==> src/rtl/qq_sched_pkg.sv <==
// Shared types for the qq_sched queue-access scheduler: FSM states, op codes
// and a saturating counter helper.
package qq_pkg;

    typedef enum logic [1:0] {
        IDLE  = 2'd0,
        ISSUE = 2'd1,
        WAIT  = 2'd2,
        RESP  = 2'd3
    } state_t;

    typedef enum logic {
        OP_ENQ = 1'b0,
        OP_DEQ = 1'b1
    } op_t;

    function automatic logic [15:0] sat_inc16(input logic [15:0] v);
        return (v == 16'hFFFF) ? v : v + 16'd1;
    endfunction

endpackage

==> src/rtl/qq_sched_if.sv <==
// Requester and queue-side signal bundle for qq_sched; the scheduler uses the
// slave modport, the requesters/queue environment the master modport.
interface qq_sched_if #(
    parameter int W = 32,
    parameter int N = 4
);
    logic [N-1:0]   req_valid;
    logic [N-1:0]   req_op;
    logic [N*W-1:0] req_data;
    logic [N-1:0]   gnt;
    logic [N-1:0]   rsp_valid;
    logic [W-1:0]   rsp_data;
    logic           q_enq;
    logic           q_deq;
    logic [W-1:0]   q_data_o;
    logic [W-1:0]   q_data_i;
    logic           q_full;
    logic           q_empty;
    logic           q_rdy;

    modport master (
        output req_valid, req_op, req_data, q_data_i, q_full, q_empty, q_rdy,
        input  gnt, rsp_valid, rsp_data, q_enq, q_deq, q_data_o
    );

    modport slave (
        input  req_valid, req_op, req_data, q_data_i, q_full, q_empty, q_rdy,
        output gnt, rsp_valid, rsp_data, q_enq, q_deq, q_data_o
    );
endinterface

==> src/rtl/qq_rr_arb.sv <==
// Combinational round-robin arbiter: first set request at or after ptr wins.
module qq_rr_arb #(
    parameter int N = 4,
    localparam int IDW = $clog2(N)
) (
    input  logic [N-1:0]   req,
    input  logic [IDW-1:0] ptr,
    output logic [N-1:0]   gnt,
    output logic [IDW-1:0] id,
    output logic           any
);

    int   idx_s;
    logic hit_s;

    // Rotating priority search; once a hit is found later candidates are masked
    always_comb begin
        gnt   = '0;
        id    = '0;
        any   = 1'b0;
        idx_s = 0;
        hit_s = 1'b0;
        for (int k = 0; k < N; k++) begin
            idx_s = ((int'(ptr) + k) >= N) ? (int'(ptr) + k - N) : (int'(ptr) + k);
            hit_s = !any && (|(req & (N'(1) << idx_s)));
            gnt   = gnt | (hit_s ? (N'(1) << idx_s) : N'(0));
            id    = hit_s ? IDW'(idx_s) : id;
            any   = any | hit_s;
        end
    end

endmodule

==> src/rtl/qq_sched.sv <==
// Round-robin scheduler granting N requesters one at a time onto a shared queue.
// Optional statistics counters are enabled with QQ_SCHED_STATS_EN.
module qq_sched
    import qq_pkg::*;
#(
    parameter int W   = 32,
    parameter int N   = 4,
    parameter int CAP = 8,
    localparam int CW = $clog2(CAP + 1)
) (
    input  logic          clk,
    input  logic          rst,
    qq_sched_if.slave     bus,
    output logic [CW-1:0] count
`ifdef QQ_SCHED_STATS_EN
    ,
    output logic [15:0]   stat_enq,
    output logic [15:0]   stat_deq,
    output logic [15:0]   stat_block
`endif
);

    localparam int IDW = $clog2(N);
    localparam logic [CW-1:0]  CAP_C   = CW'(CAP);
    localparam logic [IDW-1:0] LAST_ID = IDW'(N - 1);

    state_t         state_r, state_s;
    op_t            op_r, op_s;
    logic [IDW-1:0] id_r, id_s, ptr_r, ptr_s;
    logic [CW-1:0]  count_r, count_s;
    logic [N-1:0]   gnt_r, gnt_s, rsp_valid_r, rsp_valid_s;
    logic           q_enq_r, q_enq_s, q_deq_r, q_deq_s;
    logic [W-1:0]   q_data_r, q_data_s, rsp_data_r, rsp_data_s;

    logic [N-1:0]   elig_s, arb_gnt_s;
    logic [IDW-1:0] arb_id_s;
    logic           arb_any_s, enq_ok_s, deq_ok_s;
    logic [W-1:0]   req_word_s [N];

    assign enq_ok_s = (count_r < CAP_C) && !bus.q_full;
    assign deq_ok_s = (count_r != '0) && !bus.q_empty;

    for (genvar i = 0; i < N; i++) begin : g_req
        assign req_word_s[i] = bus.req_data[i*W +: W];
        assign elig_s[i]     = bus.req_valid[i] && (bus.req_op[i] ? deq_ok_s : enq_ok_s);
    end

    qq_rr_arb #(.N(N)) u_arb (
        .req (elig_s),
        .ptr (ptr_r),
        .gnt (arb_gnt_s),
        .id  (arb_id_s),
        .any (arb_any_s)
    );

    // Next-state and next-output decode; outputs are registered alongside the state
    always_comb begin
        state_s     = state_r;
        id_s        = id_r;
        op_s        = op_r;
        ptr_s       = ptr_r;
        count_s     = count_r;
        gnt_s       = '0;
        q_enq_s     = 1'b0;
        q_deq_s     = 1'b0;
        q_data_s    = '0;
        rsp_valid_s = '0;
        rsp_data_s  = '0;
        case (state_r)
            IDLE: begin
                if (bus.q_rdy && arb_any_s) begin
                    state_s  = ISSUE;
                    id_s     = arb_id_s;
                    op_s     = op_t'(bus.req_op[arb_id_s]);
                    ptr_s    = (arb_id_s == LAST_ID) ? '0 : arb_id_s + IDW'(1);
                    gnt_s    = arb_gnt_s;
                    q_enq_s  = (op_s == OP_ENQ);
                    q_deq_s  = (op_s == OP_DEQ);
                    q_data_s = (op_s == OP_ENQ) ? req_word_s[arb_id_s] : '0;
                end else begin
                    state_s = IDLE;
                end
            end
            ISSUE: begin
                state_s = WAIT;
                // Occupancy is bounded here as well as by eligibility
                if (op_r == OP_ENQ) begin
                    count_s = (count_r != CAP_C) ? count_r + CW'(1) : count_r;
                end else begin
                    count_s = (count_r != '0) ? count_r - CW'(1) : count_r;
                end
            end
            WAIT: begin
                if (bus.q_rdy) begin
                    if (op_r == OP_DEQ) begin
                        state_s     = RESP;
                        rsp_valid_s = N'(1) << id_r;
                        rsp_data_s  = bus.q_data_i;
                    end else begin
                        state_s = IDLE;
                    end
                end else begin
                    state_s = WAIT;
                end
            end
            RESP: begin
                state_s = IDLE;
            end
            default: begin
                state_s = IDLE;
            end
        endcase
    end

    // State, latched op and registered outputs
    always_ff @(posedge clk or negedge rst) begin
        if (!rst) begin
            state_r     <= IDLE;
            id_r        <= '0;
            op_r        <= OP_ENQ;
            ptr_r       <= '0;
            count_r     <= '0;
            gnt_r       <= '0;
            q_enq_r     <= 1'b0;
            q_deq_r     <= 1'b0;
            q_data_r    <= '0;
            rsp_valid_r <= '0;
            rsp_data_r  <= '0;
        end else begin
            state_r     <= state_s;
            id_r        <= id_s;
            op_r        <= op_s;
            ptr_r       <= ptr_s;
            count_r     <= count_s;
            gnt_r       <= gnt_s;
            q_enq_r     <= q_enq_s;
            q_deq_r     <= q_deq_s;
            q_data_r    <= q_data_s;
            rsp_valid_r <= rsp_valid_s;
            rsp_data_r  <= rsp_data_s;
        end
    end

    assign bus.gnt       = gnt_r;
    assign bus.q_enq     = q_enq_r;
    assign bus.q_deq     = q_deq_r;
    assign bus.q_data_o  = q_data_r;
    assign bus.rsp_valid = rsp_valid_r;
    assign bus.rsp_data  = rsp_data_r;
    assign count         = count_r;

`ifdef QQ_SCHED_STATS_EN
    logic [15:0] stat_enq_r, stat_deq_r, stat_block_r;
    logic        block_s;

    assign block_s = (state_r == IDLE) && (|(bus.req_valid & ~elig_s));

    // Saturating grant and blocked-cycle counters
    always_ff @(posedge clk or negedge rst) begin
        if (!rst) begin
            stat_enq_r   <= 16'd0;
            stat_deq_r   <= 16'd0;
            stat_block_r <= 16'd0;
        end else begin
            stat_enq_r   <= q_enq_s ? sat_inc16(stat_enq_r) : stat_enq_r;
            stat_deq_r   <= q_deq_s ? sat_inc16(stat_deq_r) : stat_deq_r;
            stat_block_r <= block_s ? sat_inc16(stat_block_r) : stat_block_r;
        end
    end

    assign stat_enq   = stat_enq_r;
    assign stat_deq   = stat_deq_r;
    assign stat_block = stat_block_r;
`endif

endmodule

==> src/flat_wrapper.sv <==
// flat-port wrapper written by rule: the top's interface ports become plain ports
module qq_sched_flat import qq_pkg::*;
#(
    parameter int W   = 32,
    parameter int N   = 4,
    parameter int CAP = 8,
    localparam int CW = $clog2(CAP + 1)
)
  (clk, rst, count, bus_req_valid, bus_req_op, bus_req_data, bus_q_data_i, bus_q_full, bus_q_empty, bus_q_rdy, bus_gnt, bus_rsp_valid, bus_rsp_data, bus_q_enq, bus_q_deq, bus_q_data_o);
  qq_sched_if #(.W(W), .N(N)) bus_i ();
  input  logic clk;
  input  logic rst;
  output logic [CW-1:0] count;
  input wire logic [$bits(bus_i.req_valid)-1:0] bus_req_valid;
  input wire logic [$bits(bus_i.req_op)-1:0] bus_req_op;
  input wire logic [$bits(bus_i.req_data)-1:0] bus_req_data;
  input wire logic [$bits(bus_i.q_data_i)-1:0] bus_q_data_i;
  input wire logic [$bits(bus_i.q_full)-1:0] bus_q_full;
  input wire logic [$bits(bus_i.q_empty)-1:0] bus_q_empty;
  input wire logic [$bits(bus_i.q_rdy)-1:0] bus_q_rdy;
  output wire logic [$bits(bus_i.gnt)-1:0] bus_gnt;
  output wire logic [$bits(bus_i.rsp_valid)-1:0] bus_rsp_valid;
  output wire logic [$bits(bus_i.rsp_data)-1:0] bus_rsp_data;
  output wire logic [$bits(bus_i.q_enq)-1:0] bus_q_enq;
  output wire logic [$bits(bus_i.q_deq)-1:0] bus_q_deq;
  output wire logic [$bits(bus_i.q_data_o)-1:0] bus_q_data_o;
  assign bus_i.req_valid = bus_req_valid;
  assign bus_i.req_op = bus_req_op;
  assign bus_i.req_data = bus_req_data;
  assign bus_i.q_data_i = bus_q_data_i;
  assign bus_i.q_full = bus_q_full;
  assign bus_i.q_empty = bus_q_empty;
  assign bus_i.q_rdy = bus_q_rdy;
  assign bus_gnt = bus_i.gnt;
  assign bus_rsp_valid = bus_i.rsp_valid;
  assign bus_rsp_data = bus_i.rsp_data;
  assign bus_q_enq = bus_i.q_enq;
  assign bus_q_deq = bus_i.q_deq;
  assign bus_q_data_o = bus_i.q_data_o;
  qq_sched #(.W(W), .N(N), .CAP(CAP)) u_core (.clk(clk), .rst(rst), .bus(bus_i), .count(count));
endmodule
==> config.mk <==
export PLATFORM = sky130hd
export DESIGN_NAME = qq_sched_flat
export DESIGN_NICKNAME = d
export VERILOG_FILES = /design/src/rtl/qq_sched_pkg.sv /design/src/rtl/qq_sched_if.sv /design/src/rtl/qq_rr_arb.sv /design/src/rtl/qq_sched.sv /design/src/flat_wrapper.sv
export SDC_FILE = /design/constraint.sdc
export NUM_CORES = 1
export LEC_CHECK = 0
export CAP_MARGIN = 10
export CORE_MARGIN = 3
export CORE_UTILIZATION = 42
export CTS_BUF_LIST = sky130_fd_sc_hd__clkbuf_8
export CTS_CLUSTER_DIAMETER = 150
export DETAILED_ROUTE_END_ITERATION = 12
export PLACE_DENSITY = 0.95
export SYNTH_ARGS = -nofsm -noshare
export SYNTH_HDL_FRONTEND = slang
export SYNTH_HIERARCHICAL = 1
export SYNTH_SLANG_ARGS = --single-unit
==> constraint.sdc <==
create_clock -name clk -period 6.8 [get_ports clk]
set_input_delay 0.68 -clock clk [delete_from_list [all_inputs] [get_ports clk]]
set_output_delay 0.68 -clock clk [all_outputs]
set_load 0.02 [all_outputs]
# Yosys cells after proc, flatten, opt, wreduce, memory -nomap -nowiden

Index checks and enable logic that the tools add are counted.

Register bits after elaboration: 85
Bits of input ports: 173
Output and inout bits: 78
Logic and storage cells: 119

$add $sub $neg: 10
$lt $le $gt $ge: 7
Equal/unequal tests: 6
Shifts and indexed selects: 5
Mux-type cells: 44
Bitwise logic cells: 12
Reduce and logical (&&, ||, !) cells: 24

Operators by type and width:

| kind                  | number |
|---|---|
| $mux 32               | 12 |
| $shl 1x32->4 const A  | 4 |
| $ge 32x4->1 const B   | 3 |
| $sub 32x4->32 const B | 3 |
| $bmux 32 s2           | 1 |
| $mux 4                | 12 |
| $and 4x4->4           | 4 |
| $reduce_or 4->1       | 4 |
| $mux 2                | 7 |
| $or 4x4->4            | 3 |
| $logic_and 1x1->1     | 10 |
| $mux 1                | 10 |
| $pmux 2 s4            | 1 |
| $add 2x2->3 const B   | 2 |
| $eq 2x2->1 const B    | 3 |
| $logic_not 1->1       | 5 |
| $add 4x1->4 const B   | 1 |
| $lt 4x4->1 const B    | 1 |
| $ne 4x4->1 const B    | 1 |
| $reduce_bool 4->1     | 1 |
| $shl 1x2->4 const A   | 1 |
| $sub 2x3->4 const B   | 1 |
| $sub 4x1->4 const B   | 1 |
| $add 2x1->3 const B   | 1 |
| 14 further kinds      | 16 |

# Depth between registers and ports, before layout

Depth in word-level cells: 22
Gate-level depth with buffers: 15
Gate-level depth less buffers: 12

# Cells and area by module

The synthesis kept the hierarchy.

By module, submodules not included:

| module    | times used | cells an instance | area each (µm²) | sequential area each (µm²) |
|---|---|---|---|---|
| qq_sched  | 1          | 263               | 3797.4          | 2127.0 |
| qq_rr_arb | 1          | 51                | 384.1           | 0.0 |

# Worst setup path before layout

Ideal clock, no wire load.

Path kind: register to register
From: register u_core.count_r[3] (netlist: u_core/count[3])
To: register u_core.q_data_r[11] (netlist: u_core/bus.q_data_o[11])
Setup time: 118 ps
Arrival time: 3342 ps
Slack: 3340 ps
Cell stages (with the launch flop): 14
Period minus slack after synthesis: 3460 ps
Path through: dfrtp_1 clkbuf_1 inv_1 a21oi_1 a21oi_1 nor2b_1 a22oi_1 a211oi_1 o21bai_1 mux2i_1 buf_6 buf_2 mux4_2 nor2b_2

Longest elaborated chain between the ends: 22
Elaborated cells between the ends (all ways): 43
Those cells by class: order compare: 1; mux: 16; bitwise: 8; reduce/logical: 18

Ends and longest elaborated chain:

| item                                                   | line                           | RTL |
|---|---|---|
| from (decl)                                            | qq_sched.sv:30                 | `logic [CW-1:0] count_r, count_s;` |
| from (signal assigned)                                 | qq_sched.sv:134                | `count_r <= count_s;` |
| $lt 4x4->1 / $reduce_bool 4->1 (equally long branches) | qq_sched.sv:40, qq_sched.sv:41 |  |
| $logic_and 1x1->1, on equally long branches            | qq_sched.sv:40, qq_sched.sv:41 |  |
| $mux 1 *                                               | qq_sched.sv:45                 | `assign elig_s[i] = bus.req_valid[i] && (bus.req_op[i] ? deq_ok_s : enq_ok_s);` |
| $logic_and 1x1->1 *                                    | qq_sched.sv:45                 |  |
| net u_core.elig_s[2]                                   | qq_sched.sv:35                 | `logic [N-1:0] elig_s, arb_gnt_s;` |
| $and 4x4->4                                            | qq_rr_arb.sv:25                | `hit_s = !any && (\|(req & (N'(1) << idx_s)));` |
| $reduce_or 4->1                                        | qq_rr_arb.sv:25                |  |
| $logic_not 1->1                                        | qq_rr_arb.sv:25                |  |
| [8 not listed]                                         | n/a                            |  |
| net u_core.arb_id_s[0]                                 | qq_sched.sv:36                 | `logic [IDW-1:0] arb_id_s;` |
| $not 2->3 (not written as such)                        | qq_sched.sv:79                 | `q_data_s = (op_s == OP_ENQ) ? req_word_s[arb_id_s] : '0;` |
| $bmux 32 s2                                            | qq_sched.sv:79                 |  |
| $mux 32 (not written as such) (2 in a row)             | qq_sched.sv:79                 |  |
| $mux 32 *                                              | qq_sched.sv:79                 |  |
| $mux 32 *                                              | qq_sched.sv:71                 | `if (bus.q_rdy && arb_any_s) begin` |
| $mux 32 *                                              | qq_sched.sv:69                 | `case (state_r)` |
| net u_core.q_data_s[11]                                | qq_sched.sv:33                 | `logic [W-1:0] q_data_r, q_data_s, rsp_data_r, rsp_data_s;` |
| to (signal assigned)                                   | qq_sched.sv:138                | `q_data_r <= q_data_s;` |
| to (decl)                                              | qq_sched.sv:33                 |  |

Mark *: on every way through the listed nets, which the timed path passes. The rest lies on a longest branch. The select of a mux whose other input is x is not followed.
A chain may end at the register's enable or synchronous reset.

# Worst setup path after layout

From: input bus_q_empty
To: register u_core.q_data_r[25] (netlist: u_core/bus.q_data_o[25])

Longest elaborated chain between the ends: 22
Elaborated cells between the ends (all ways): 41
Those cells by class: mux: 16; bitwise: 8; reduce/logical: 17

Ends and longest elaborated chain:

| item                                       | line               | RTL |
|---|---|---|
| from (decl)                                | flat_wrapper.sv:19 | `input wire logic [$bits(bus_i.q_empty)-1:0] bus_q_empty;` |
| $logic_not 1->1 *                          | qq_sched.sv:41     | `assign deq_ok_s = (count_r != '0) && !bus.q_empty;` |
| $logic_and 1x1->1 *                        | qq_sched.sv:41     |  |
| $mux 1 *                                   | qq_sched.sv:45     |  |
| $logic_and 1x1->1 *                        | qq_sched.sv:45     |  |
| net u_core.elig_s[2]                       | qq_sched.sv:35     |  |
| $and 4x4->4                                | qq_rr_arb.sv:25    |  |
| $reduce_or 4->1                            | qq_rr_arb.sv:25    |  |
| $logic_not 1->1                            | qq_rr_arb.sv:25    |  |
| [8 not listed]                             | n/a                |  |
| net u_core.arb_id_s[0]                     | qq_sched.sv:36     |  |
| $not 2->3 (not written as such)            | qq_sched.sv:79     |  |
| $bmux 32 s2                                | qq_sched.sv:79     |  |
| $mux 32 (not written as such) (2 in a row) | qq_sched.sv:79     |  |
| $mux 32 *                                  | qq_sched.sv:79     |  |
| $mux 32 *                                  | qq_sched.sv:71     |  |
| $mux 32 *                                  | qq_sched.sv:69     |  |
| net u_core.q_data_s[25]                    | qq_sched.sv:33     |  |

Marks and branches as above.

==> metrics.yaml <==
finalWorstPathRequiredPeriod_ns: 4.18
worst-endpoint-required_ns: 7.00
cts_resized: 0
critical_path_peak_fanout: 34
core_region_area_sq_um: 9460
final.setup.tns_ns: 0
placed_cells_incl_taps: 678
stdcell_count: 693
port-buffer-count: 250
area_contributors_post_synth: "dfrtp_1, mux4_2, and2_1"
vias_per_cell: 5.13
timing.final.crit_share_pct: 61.5
timing.critical_path.to_type: "flip-flop"
worst_ir_drop_vdd_mv: 0.491
cts_made_buffers: 9
layout.cells.most_common: "clkdlybuf4s50_1"
die_w_um: 106
synth_area_sq_um: 4180
avgRoutedWirePerCell_um: 20.2
synth_top_area_share_pct: 50.9
clock_latency_reported_for_the_late_side_of_the_worst_skew_pair_ns: 0.34
die-area_sq_um: 11200
clock_sink_count: 85
grt_use_total_pct: 24.9
drt-total-wl_um: 14000
cts_setup_buffers: 0
via_count: 3553
layout.core_utilization_pct: 73.5
io_pins: 251
detail_route.iter0.violations: 205
critical_path_class: "in -> reg"
worst-endpoint-arrival_ns: 4.38
diodes: 0
post_route_total_power_mw: 2.38
pwr_density_nw_per_um2: 342
overflow: 0
cts_max_level: 3
synth-seq-area-share_pct: 50.9
syn_area_per_cell_sq_um: 13.3
floorplan.initialDensity_pct: 44.2
clock.fmax_mhz: 239
layout_setup_ws_ns: 2.62
synth-seq-cells: 85
final_hold_viol_count: 0
grt_setup_unrepaired: "false"
detail_route.first_pass.iterations: 5
dp.final_hpwl_um: 11000
initial_antenna_violation_count: 0
finish_stage_setup_viols: 0
row_count: 35
grt_max_degree: 86
tritoncts: "built"
cap_viol_max_count: 0
synth_to_final_area_change_pct: 66.2
first_global_vias: 3783
cts_hold_buf: 0
die_h_um: 106
hold_class: "in -> async"
synth_top_area_cell: "dfrtp_1"
synthDistinctLibCells: 39
post-place-ws_ns: 2.32
synthesis.yosys.warnings: 6
max_slew_margin_pct: 29.1
mostFrequentLayoutCells: "clkdlybuf4s50_1, dfrtp_1, and2_1"
cts.reportedPaths.clkPinSlew_ns: 0.09
start_kind: "primary input"
cts.root.buffer_cell: "clkbuf_8"
final_area_sq_um: 6950
nets: 745
outcome: "complete, no violations"
worst-slew-pin-transition_ns: 1.06
wire_length_of_the_first_global_routing_pass_um: 21300
final.hold.worst_slack_ns: 0.509
timing.clock.skew_ns: 0.0121
cts_max_path_buffers: 2
postSynthNetCount: 499
slew_viol_final: 0
synth_cells: 314
place.gp.congestion: 0.929
p_leak_nw: 2.91
post_route_cells_drive_above_1_share_pct: 11.0
antenna_left: 0
post_dp_cell_area_sq_um: 6770
drcViolationCount: 0
## flip-flops by register name, summed over array words and instances (netlist names)
name,cells
u_core/ptr_r,2
u_core/id_r,2
u_core/bus.q_enq,1
u_core/op_r,1
u_core/bus.gnt,4
u_core/bus.rsp_valid,4
u_core/bus.rsp_data,32
u_core/count,4
u_core/state_r,2
u_core/bus.q_data_o,32
u_core/bus.q_deq,1
## cell usage after synthesis
master / number
mux4_2: 33
nand2b_1: 2
and3_1: 2
or4b_1: 1
buf_6: 5
xnor2_1: 3
mux2i_1: 1
a22o_2: 1
nand3_1: 3
a22o_1: 2
a211oi_1: 1
a22oi_1: 4
a221oi_1: 5
xor2_1: 1
buf_2: 5
and2_1: 37
mux2_2: 4
clkbuf_1: 7
buf_1: 1
ha_1: 11
a21oi_1: 11
inv_1: 8
nand3b_1: 1
nor3b_1: 1
or2_1: 1
dfrtp_1: 85
o31ai_1: 4
nor3_1: 7
a221o_1: 1
nand4b_1: 1
nor2b_2: 5
fa_1: 1
o21ai_0: 1
o21bai_1: 2
nand4_1: 3
nor2b_1: 32
nor2_1: 8
nand2_1: 12
nand2b_4: 1
## metal layers
metal / up-vias / global-route usage [%] / routed length, um
met2: 198 / 44.5 / 7550
met3: 23 / 6.49 / 1050
met1: 1727 / 29.0 / 5080
li1: 1605 / - / -
met4: 0 / 8.33 / 329
met5: - / 0 / 0
## worst paths after layout
check / slack [ns] / start / endpoint / cells past startpoint
setup / recovery: 2.62 / bus_q_empty / u_core/bus.q_data_o[25] / 11
hold / removal: 0.51 / rst / u_core/bus.gnt[0] / 1
setup reg to reg: 2.70 / u_core/count[0] / u_core/bus.q_data_o[25] / 11
hold reg to reg: 0.51 / u_core/id_r[1] / u_core/bus.rsp_valid[0] / 1
max in group asynchronous: 5.58 / rst / u_core/bus.q_data_o[31] / 1
min in group clk: 0.51 / u_core/id_r[1] / u_core/bus.rsp_valid[0] / 1
## cell type report
cell class                 instances  area, sq um
clock buffer                       9          124
clock inverter                     6         57.6
fill                             642         2510
inverter                           8         30.0
multi-input combinational        203         1930
sequential                        85         2130
tap                              129          161
timing repair buffer             253         2520
## logic make-up after synthesis
| group | share of synthesized area (%) |
|---|---|
| simple gates | 16.7 |
| flops | 50.9 |
| mux | 19.1 |
| compound gates | 5.36 |
| buf+inv | 3.38 |
| fa+ha+maj | 3.77 |
| xor+xnor | 0.838 |
## worst max-delay path: stages
cell             delay [ns]
clkdlybuf4s50_1        0.39
a21oi_1                0.26
a21oi_1                0.12
nor2b_1                0.33
a22oi_1                0.22
a211oi_1               0.56
o21bai_1               0.24
mux2i_4                0.23
buf_4                  0.56
mux4_2                 0.59
nor2b_1                0.16
## power by group
part / internal [mW] / leakage [nW] / switching [mW] / total [mW]
registers: 0.602 / 1.16 / 0.0685 / 0.671
clock network: 0.165 / 0.0937 / 0.176 / 0.340
logic: 0.739 / 1.65 / 0.629 / 1.37
total: 1.51 / 2.91 / 0.873 / 2.38
(Power assumes the default switching activity.)
==> RTL change (same flow settings) <==
`CAP` is set to 8 in 2 places; all go to 4.
--- a/src/rtl/qq_sched.sv
+++ b/src/rtl/qq_sched.sv
@@ -5,7 +5,7 @@
 #(
     parameter int W   = 32,
     parameter int N   = 4,
-    parameter int CAP = 8,
+    parameter int CAP = 4,
     localparam int CW = $clog2(CAP + 1)
 ) (
     input  logic          clk,
--- a/src/flat_wrapper.sv
+++ b/src/flat_wrapper.sv
@@ -3,7 +3,7 @@
 #(
     parameter int W   = 32,
     parameter int N   = 4,
-    parameter int CAP = 8,
+    parameter int CAP = 4,
     localparam int CW = $clog2(CAP + 1)
 )
   (clk, rst, count, bus_req_valid, bus_req_op, bus_req_data, bus_q_data_i, bus_q_full, bus_q_empty, bus_q_rdy, bus_gnt, bus_rsp_valid, bus_rsp_data, bus_q_enq, bus_q_deq, bus_q_data_o);
Interface: changed (resized count); port bits go from 251 to 250. The function was not compared with the original's and may differ.
==> RTL change against the original RTL <==
  * Clock skew decreased by 0.0026 ns
  * Setup slack lost 0.26 ns
  * Wire length shrank 4.0%
  * Final area about the same
  * Total power shrank 10%
  * Sequential cell count shrank 1
  * Final cell count fell by 0.72%
  * Area after synthesis fell by 1.3%
  * Highest routed layer is now met5
==> RTL change: results (changes against the original RTL) <==
stage	metric	value	unit	change
cts	clkLatencyLatePin	0.35	ns	
setup_path	cp_slowest_cell	mux4_2		unchanged
pwr	power.static_leakage	0.00289	uW	was 0.00291 uW
finish	instances_no_fill	688		was 693
placement	dp_cells	671		was 678
placement	gp_congestion	0.878		was 0.929
yosys	synth_nets	492		was 499
placement	dpl_cell_area	6700	um2	was 6770 um2
cts	cts_resized	0		unchanged
detailed_routing	dr.pass1.iters	5		unchanged
global_route	grt_use_met3	8.21	%	was 6.49%
cts	cts_made_buffers	9		unchanged
global_route	met2_usage	45.9	%	was 44.5%
detailed_routing	routed_wl	13.4	mm	was 14.0 mm
setup_path	r2r_start	u_core/count[2]$_DFFE_PN0P_		was u_core/count[0]$_DFFE_PN0P_
cts	postCtsSetupBuffers	0		unchanged
cts	clockBufferDepth	2		unchanged
outcome	status	finished clean		unchanged
setup_path	critPathLaunch	bus_q_full		was bus_q_empty
yosys	avgSynthCellArea	13.4	um2	was 13.3 um2
yosys	yosys-top-cells-count	dfrtp_1, and2_1, mux4_2, nor2b_1		was dfrtp_1, and2_1, mux4_2
yosys	yosysWarnings	6		unchanged
finish	layout-drive-gt1-share	11.6	%	was 11.0%
yosys	synth_area_leaders	dfrtp_1, mux4_2, and2_1		unchanged
cts	clk_pin_slew	0.09	ns	about the same
cts	h-tree-depth	3		unchanged
global_route	track_usage	24.9	%	about the same
detailed_routing	drc	0		unchanged
finish	nNetsFinal	736		was 745
global_route	met1_usage	27.4	%	was 29.0%
setup_path	cp_max_fo	36		was 34
yosys	yosysSeqAreaShare	50.9	%	about the same
sta	relSlewSlack	32.0	%	was 29.1%
global_route	grt_max_degree	85		was 86
detailed_routing	num_vias	3568		was 3,553
pwr	ir_drop	247	uV	was 491 uV
sta	finalClockSkew	0.00954	ns	was 0.0121 ns
placement	dpl.hpwl	10.6	mm	was 11.0 mm
die	die_width	105	um	was 106 um
yosys	yosys.cell_types.count	40		was 39
global_route	grt_pass1_vias	3921		was 3,783
setup_path	cpPeakStageDelay	0.61	ns	was 0.59 ns
placement	pre_cts_ws	2.04	ns	was 2.32 ns
global_route	antenna_found_initial	1		was 0
setup_path	worstPathArrival	4.71	ns	was 4.38 ns
setup_path	cp_top_family	simple AND/OR/NAND/NOR gates		was compound AO/OA/AOI/OAI gates
global_route	grt_pass1_wl	21.2	mm	was 21.3 mm
yosys	async_flop_share	100	%	unchanged
pwr	p_switching	726	uW	was 873 uW
cts	root_buffer	clkbuf_8		unchanged
min_path	worst_hold_path_type	input port to async pin		unchanged
placement	port_buffers	249		was 250
detailed_routing	drtIter0Drc	190		was 205
-- RTL change: power groups by stage --
stage	Combinational (uW)	Clock, uW	Sequential [uW]
after floorplan	633	0	719
after global placement	1030	0	647
after detailed placement	1060	0	653
after CTS	1070	431	644
after global routing	1140	450	656
final	1070	423	644
-- RTL change: logic make-up after synthesis --
kind of cell	after synthesis	synth area share, %
compound gates	35	6.09
xor+xnor	1	0.212
fa+ha+maj	10	3.21
mux	38	19.3
buf+inv	26	3.42
flops	84	50.9
simple gates	115	16.8
-- RTL change: path summary, 6_finish.rpt --
path                                                     end  cells past startpoint  slack [ns]
max                        u_core/bus.q_data_o[31]$_DFF_PN0_                     12        2.35
min                         u_core/bus.rsp_data[9]$_DFF_PN0_                      1        0.49
max reg2reg                u_core/bus.q_data_o[31]$_DFF_PN0_                     12        2.43
min reg2reg                u_core/bus.rsp_valid[2]$_DFF_PN0_                      1        0.52
max in group asynchronous  u_core/bus.q_data_o[31]$_DFF_PN0_                      1        5.64
min in group clk           u_core/bus.rsp_valid[2]$_DFF_PN0_                      1        0.52
-- RTL change: area by class of cell --
| cell class | count | area (um2) |
|---|---|---|
| Sequential cell | 84 | 2100 |
| Clock buffer | 9 | 124 |
| Timing Repair Buffer | 252 | 2510 |
| Tap cell | 129 | 161 |
| Multi-Input combinational cell | 199 | 1900 |
| Antenna cell | 1 | 2.50 |
| Clock inverter | 7 | 116 |
| Inverter | 7 | 26.3 |
| Fill cell | 595 | 2470 |
-- RTL change: routing by layer --
metal / up-vias / share of wire (%)
li1: 1589 / -
met1: 1716 / 35
met2: 230 / 53
met3: 31 / 9.3
met4: 2 / 2.1
met5: - / 0.097
